### config.mk
export PLATFORM = sky130hd
export DESIGN_NAME = hpel_fetch_sched_flat
export DESIGN_NICKNAME = d
export VERILOG_FILES = /design/src/rtl/hpel_fetch_sched_if.sv /design/src/rtl/hpel_fetch_sched.sv /design/src/flat_wrapper.sv
export SDC_FILE = /design/constraint.sdc
export NUM_CORES = 1
export LEC_CHECK = 0
export ABC_AREA = 0
export CORE_MARGIN = 1.5
export CORE_UTILIZATION = 45
export DETAILED_ROUTE_END_ITERATION = 8
export GPL_TIMING_DRIVEN = 0
export HOLD_SLACK_MARGIN = 0.1
export PLACE_DENSITY_LB_ADDON = 0.05
export SLEW_MARGIN = 10
export SYNTH_ARGS = -nofsm -noshare
export SYNTH_HDL_FRONTEND = slang
export SYNTH_SLANG_ARGS = --single-unit
### constraint.sdc
create_clock -name clk -period 2.8 [get_ports clk]
set_input_delay 0.42 -clock clk [delete_from_list [all_inputs] [get_ports clk]]
set_output_delay 0.42 -clock clk [all_outputs]
set_load 0.005 [all_outputs]
### src/rtl/hpel_fetch_sched_if.sv
// Bundle of the start/status, reference-memory read and six-tap window
// handshake signals of the half-pel fetch sequencer.
interface hpel_fetch_sched_if;
  logic        start;
  logic [7:0]  centre;
  logic        busy;
  logic        done;
  logic        mem_rd;
  logic [7:0]  mem_addr;
  logic [7:0]  mem_rdata;
  logic        win_valid;
  logic        win_ready;
  logic [47:0] win_data;
  logic [2:0]  win_row;

  modport master (
    input  start, centre, mem_rdata, win_ready,
    output busy, done, mem_rd, mem_addr, win_valid, win_data, win_row
  );

  modport slave (
    output start, centre, mem_rdata, win_ready,
    input  busy, done, mem_rd, mem_addr, win_valid, win_data, win_row
  );
endinterface

### src/rtl/hpel_fetch_sched.sv
// Half-pel fetch sequencer: walks the 6x6 neighbourhood of a centre pixel and
// presents one 48-bit row window per handshake. HPEL_CLAMP_EN selects edge clamping.
module hpel_fetch_sched (
  input logic               clk,
  input logic               rst,
  hpel_fetch_sched_if.master bus
);

  typedef enum logic [2:0] {
    S_IDLE,
    S_FETCH,
    S_CAPTURE,
    S_PRESENT,
    S_DONE
  } state_t;

  state_t      state, state_nx;
  logic [7:0]  centre_q;
  logic [2:0]  k_q, j_q;
  logic        cap_q;
  logic [2:0]  cap_idx_q;
  logic [47:0] win_q;
  logic [3:0]  row_a, col_a;

  always_ff @(posedge clk or negedge rst) begin
    if (!rst) state <= S_IDLE;
    else      state <= state_nx;
  end

  always_comb begin
    state_nx = state;
    unique case (state)
      S_IDLE:    if (bus.start) state_nx = S_FETCH;
      S_FETCH:   if (j_q == 3'd5) state_nx = S_CAPTURE;
      S_CAPTURE: state_nx = S_PRESENT;
      S_PRESENT: if (bus.win_ready) state_nx = (k_q == 3'd5) ? S_DONE : S_FETCH;
      S_DONE:    state_nx = S_IDLE;
      default:   state_nx = S_IDLE;
    endcase
  end

`ifdef HPEL_CLAMP_EN
  logic signed [5:0] row_s, col_s;
  always_comb begin
    row_s = $signed({2'b00, centre_q[7:4]}) + $signed({3'b000, k_q}) - 6'sd2;
    col_s = $signed({2'b00, centre_q[3:0]}) + $signed({3'b000, j_q}) - 6'sd2;
    row_a = row_s[5] ? 4'd0 : ((row_s > 6'sd15) ? 4'hF : row_s[3:0]);
    col_a = col_s[5] ? 4'd0 : ((col_s > 6'sd15) ? 4'hF : col_s[3:0]);
  end
`else
  always_comb begin
    row_a = centre_q[7:4] + {1'b0, k_q} - 4'd2;
    col_a = centre_q[3:0] + {1'b0, j_q} - 4'd2;
  end
`endif

  always_comb begin
    bus.busy      = (state != S_IDLE);
    bus.done      = (state == S_DONE);
    bus.mem_rd    = (state == S_FETCH);
    bus.mem_addr  = (state == S_FETCH) ? {row_a, col_a} : '0;
    bus.win_valid = (state == S_PRESENT);
    bus.win_data  = win_q;
    bus.win_row   = k_q;
  end

  // Read data trails its strobe by one cycle, so the byte lane is carried
  // alongside a delayed strobe; this also covers the CAPTURE write of byte 5.
  always_ff @(posedge clk or negedge rst) begin
    if (!rst) begin
      centre_q  <= '0;
      k_q       <= '0;
      j_q       <= '0;
      cap_q     <= 1'b0;
      cap_idx_q <= '0;
      win_q     <= '0;
    end else begin
      cap_q     <= bus.mem_rd;
      cap_idx_q <= j_q;
      if (cap_q) win_q[{cap_idx_q, 3'b000} +: 8] <= bus.mem_rdata;
      unique case (state)
        S_IDLE: if (bus.start) begin
          centre_q <= bus.centre;
          k_q      <= '0;
          j_q      <= '0;
        end
        S_FETCH: j_q <= j_q + 3'd1;
        S_PRESENT: if (bus.win_ready) begin
          j_q <= '0;
          if (k_q != 3'd5) k_q <= k_q + 3'd1;
        end
        default: ;
      endcase
    end
  end

endmodule

### src/flat_wrapper.sv
// flat-port wrapper written by rule: the top's interface ports become plain ports
module hpel_fetch_sched_flat 
  (clk, rst, bus_start, bus_centre, bus_mem_rdata, bus_win_ready, bus_busy, bus_done, bus_mem_rd, bus_mem_addr, bus_win_valid, bus_win_data, bus_win_row);
  hpel_fetch_sched_if bus_i ();
  input logic clk;
  input logic rst;
  input wire logic [$bits(bus_i.start)-1:0] bus_start;
  input wire logic [$bits(bus_i.centre)-1:0] bus_centre;
  input wire logic [$bits(bus_i.mem_rdata)-1:0] bus_mem_rdata;
  input wire logic [$bits(bus_i.win_ready)-1:0] bus_win_ready;
  output wire logic [$bits(bus_i.busy)-1:0] bus_busy;
  output wire logic [$bits(bus_i.done)-1:0] bus_done;
  output wire logic [$bits(bus_i.mem_rd)-1:0] bus_mem_rd;
  output wire logic [$bits(bus_i.mem_addr)-1:0] bus_mem_addr;
  output wire logic [$bits(bus_i.win_valid)-1:0] bus_win_valid;
  output wire logic [$bits(bus_i.win_data)-1:0] bus_win_data;
  output wire logic [$bits(bus_i.win_row)-1:0] bus_win_row;
  assign bus_i.start = bus_start;
  assign bus_i.centre = bus_centre;
  assign bus_i.mem_rdata = bus_mem_rdata;
  assign bus_i.win_ready = bus_win_ready;
  assign bus_busy = bus_i.busy;
  assign bus_done = bus_i.done;
  assign bus_mem_rd = bus_i.mem_rd;
  assign bus_mem_addr = bus_i.mem_addr;
  assign bus_win_valid = bus_i.win_valid;
  assign bus_win_data = bus_i.win_data;
  assign bus_win_row = bus_i.win_row;
  hpel_fetch_sched u_core (.clk(clk), .rst(rst), .bus(bus_i));
endmodule
==> results.md <==
Place:
- Once placement finished, the instance area stood at 4113 sq um.
- Routability-driven placement finished with a final weighted congestion of 0.7515.
- Port buffering added 82 buffers.
- The wire-length estimate of the detail-placed layout is 4629 um.
- The total placed cells including tap cells is 425.

Layout:
- The count of antenna diodes in the layout is 0.
- The synthesis-to-finish area growth is 38.77%.
- The fraction of final layout cells sized beyond drive strength 1 is 22.70%.
- Once layout is complete, the cells apart from fillers number 444.
- The final-stage net count is 380.
- The number of fill cells in the layout is 544.
- With fillers left out, the area of the finished cells amounts to 4367 sq um.

Route:
- The number of iterations in the first detailed-routing pass is 4.
- The routed length on met3 is 288 um.
- The top routing layer in use is met4.
- The total met2 wirelength after detailed routing is 3043 um.
- After detailed routing, the average wire length per cell comes to 14.33 um.
- In the routed layout, each cell is associated on average with a via count of 4.854.
- The DRC marker count from the first detailed-route iteration is 113.
- The routed metal-1 wirelength is 2965 um.
- The final layout contains routed wiring with a total length of 6361 um.
- The number of antenna-violating nets in the routed design is 0.
- The number of design rule violations left after detail routing is 0.
- The final route contains 2155 vias.

Synthesis:
- The async set-or-reset flop fraction in the synthesized netlist is 100.0%.
- The warning count from the yosys run is 0.
- In this run, synthesis inferred 0 flip-flops with an integrated enable.
- The number of distinct library cells after synthesis is 40.
- After synthesis, flip-flops and latches occupy 54.87% of the total area.
- Dividing the synthesized area by the synthesized cell count gives 12.79 sq um.
- The most instantiated flip-flop cell in the synthesis netlist is sky130_fd_sc_hd__dfrtp_1.
- In this run the cell area of the synthesized design comes to 3147 sq um.
- The net count after synthesis is 283.
- Synthesis produced a netlist whose cell count is 246.
- The synthesis-stage register bit count is 69.

GRT:
- The via count of the first global-routing pass is 2090.
- Global routing used 18.54% of the available tracks across all layers.
- The leftover overflow at the end of global routing is 0.
- The pin count of the biggest net entering global routing is 48.
- The first-pass GRT wire length is 10410 um.
- The initial antenna violation count is 0.

Die:
- The placeable core area is 6794 sq um.
- The die is 86.63 um tall.
- The die is 86.63 um wide.
- The initial utilization of the core area, before any placement, comes to 46.32%.
- 83 I/O pins were placed.
- The floorplan has 30 rows.
- The die covers 7504 sq um.

STA:
- The share of the clock period used by the worst path is 95.95%.
- The minimum period implied by the final worst setup slack is 2.687 ns.
- Setup repair after global routing left no endpoint under its margin.
- The max-slew violation count is 0.
- The accumulated negative setup slack is 0 ns.
- The headroom to the max-slew limit is 43.76%.
- The hold violation count in the final report is 0.
- Setup violations remaining at the end of the flow were counted as 0.
- The actual slew at the worst max-slew pin is 0.8390 ns.
- Across the routed clock network, the largest skew measured is 0.006945 ns.
- The highest clock rate is 0.3722 GHz.

Critical path:
- The largest fanout on the critical path is 3.
- The critical path goes through inv_1, ha_1, inv_1, ha_1, fa_1, xor2_1, xnor2_1, nor2_1, dlygate4sd2_1.
- The data arrival time of the worst path is 2.27 ns.
- STA classifies the critical path endpoint as a primary output.
- On the worst path, the slowest cell contributes a delay of 0.37 ns.
- STA classifies the critical path startpoint as a flop.
- The data required time at the worst endpoint is 2.38 ns.
- The critical path's slowest cell is sky130_fd_sc_hd__fa_1.
- The worst setup path is of the flop to primary output kind.

Clocking:
- The source-to-sink clock delay at the later pin of the worst-skew pair is 0.34 ns.
- TritonCTS built the clock tree.
- The clock edge transition at the registers on the reported setup and hold paths is 0.07 ns.
- The number of buffers created by CTS is 9.
- For this design, the sink count on the clock tree is 69.
- The H-tree was split into 3 levels.
- CTS placed an instance of sky130_fd_sc_hd__clkbuf_8 at the clock tree root.
- The maximum number of buffers from clock root to sink is 2.

Pwr:
- In this run the power density over the cells is 1227 nW/um^2.
- The cell leakage power is 1.943 nW.
- The worst vdd rail ir drop is 0.5731 mV.

Status:
- The flow ran to the end, and the final reports show no timing, DRC or antenna violations.

Worst hold path:
- The path type of the worst min-delay path is flop to flop.

Job:
- The max-capacitance violation count is 0.
==> path summary, 6_finish.rpt <==
kind                                                            end  slack [ns]  cells after the start                     startpoint
max in group asynchronous                 u_core.j_q[2]$_DFFE_PN0P_        1.74                      3                            rst
worst min register to register        u_core.cap_idx_q[2]$_DFF_PN0_        0.45                      0      u_core.j_q[2]$_DFFE_PN0P_
min in group asynchronous        u_core.bus.win_data[7]$_DFFE_PN0P_        0.52                      2                            rst
worst min-delay path                  u_core.cap_idx_q[2]$_DFF_PN0_        0.45                      0      u_core.j_q[2]$_DFFE_PN0P_
worst max register to register  u_core.bus.win_data[26]$_DFFE_PN0P_        0.23                      6  u_core.cap_idx_q[0]$_DFF_PN0_
worst max-delay path                                bus_mem_addr[3]        0.11                      9      u_core.j_q[1]$_DFFE_PN0P_
==> logic make-up (layout without fill, tap and decap cells) <==
| group | Yosys count | after routing | synth area share [%] |
|---|---|---|---|
| buffers and inverters | 26 | 128 | 3.419 |
| flip-flops | 69 | 69 | 54.87 |
| multiplexers | 49 | 49 | 18.37 |
| AO/OA/AOI/OAI | 18 | 18 | 3.618 |
| XOR/XNOR | 4 | 4 | 1.114 |
| adder cells (fa/ha/maj) | 17 | 17 | 7.237 |
| AND/OR/NAND/NOR | 63 | 63 | 11.37 |
==> worst max-delay path: cells and delay by family (launching register included) <==
kind / cells / cell delay [ns]
AND/OR/NAND/NOR: 1 / 0.05
XOR/XNOR: 2 / 0.31
flip-flops: 1 / 0.34
buffers and inverters: 3 / 0.38
adder cells (fa/ha/maj): 3 / 0.85
==> sequential cells by signal, summed over array words and instances, names as in the netlist <==
name,count
u_core.cap_q,1
u_core.bus.win_row,3
u_core.cap_idx_q,3
u_core.j_q,3
u_core.bus.win_data,48
u_core.centre_q,8
u_core.state,3
==> layer usage <==
metal	vias up	track usage [%]
li1	1036	-
met1	1064	24.53
met5	-	0
met4	0	6.891
met2	49	29.05
met3	6	5.333
==> layout by cell type, fill, tap and decap left out, drive strengths merged, types with 2 or more instances in the layout <==
master | Yosys | final
clkdlybuf4s50 | 0 | 77
dfrtp | 69 | 69
mux2 | 46 | 46
nand2 | 25 | 25
inv | 19 | 19
ha | 15 | 15
clkbuf | 4 | 15
nor2 | 9 | 9
o21ai | 9 | 9
buf | 3 | 7
and2 | 6 | 6
clkinvlp | 0 | 4
nand3 | 3 | 3
mux2i | 3 | 3
xnor2 | 3 | 3
nand3b | 3 | 3
or3 | 2 | 2
o31ai | 2 | 2
nor2b | 2 | 2
nand2b | 2 | 2
nor3 | 2 | 2
dlymetal6s2s | 0 | 2
nor4 | 2 | 2
fa | 2 | 2
==> area by class of cell <==
cell class	instances	area [sq um]	share of cell area (%)
sequential	69	1728	39.57
multi-input combinational	151	1335	30.57
timing repair buffer	86	874.6	20.03
clock buffer	11	141.4	3.238
tap	96	120.1	2.751
inverter	19	71.32	1.633
clock inverter	5	60.06	1.375
buffer	7	36.28	0.8309
==> Yosys cell counts, drive strengths merged (2+ instances only) <==
master,n,area (sq um)
clkbuf,4,15.01
fa,2,40.04
nor2,9,33.78
mux2,46,548.0
o21ai,9,45.04
or3,2,12.51
nand2b,2,12.51
ha,15,187.7
nor3,2,20.02
xnor2,3,26.28
inv,19,71.32
buf,3,21.27
and2,6,37.54
dfrtp,69,1727
nand2,25,93.84
nor4,2,27.53
o31ai,2,15.01
nand3,3,15.01
nand3b,3,35.03
mux2i,3,30.03
nor2b,2,12.51
==> stage by stage <==
step	hold WS, ns	power, mW	setup slack (ns)	util (%)
global placement	0.3867	4.504	-1.084	60.17
CTS	0.4826	5.399	0.01761	63.83
finish	0.4515	5.359	0.1135	64.27
global route	0.4731	5.779	0.01481	64.27
detailed placement	0.3389	4.573	0.1352	60.53
floorplan	0.1244	3.146	0.5052	-
==> timing repair <==
item / 4_1_cts / 5_1_grt
setup endpoints to repair: 4 / 8
resized for setup: 3 / 8
hold buffers: 1 / 0
pin swaps: 0 / 4
buffers inserted: 2 / 0
hold endpoints to repair: 22 / 0
==> power breakdown <==
group          total, mW  switching [mW]  internal [mW]
Combinational       2.77            1.06           1.70
Clock              0.823           0.387          0.436
Sequential          1.77           0.284           1.49
Total               5.36            1.73           3.63
Note: power is estimated with default switching activity, not from simulation.
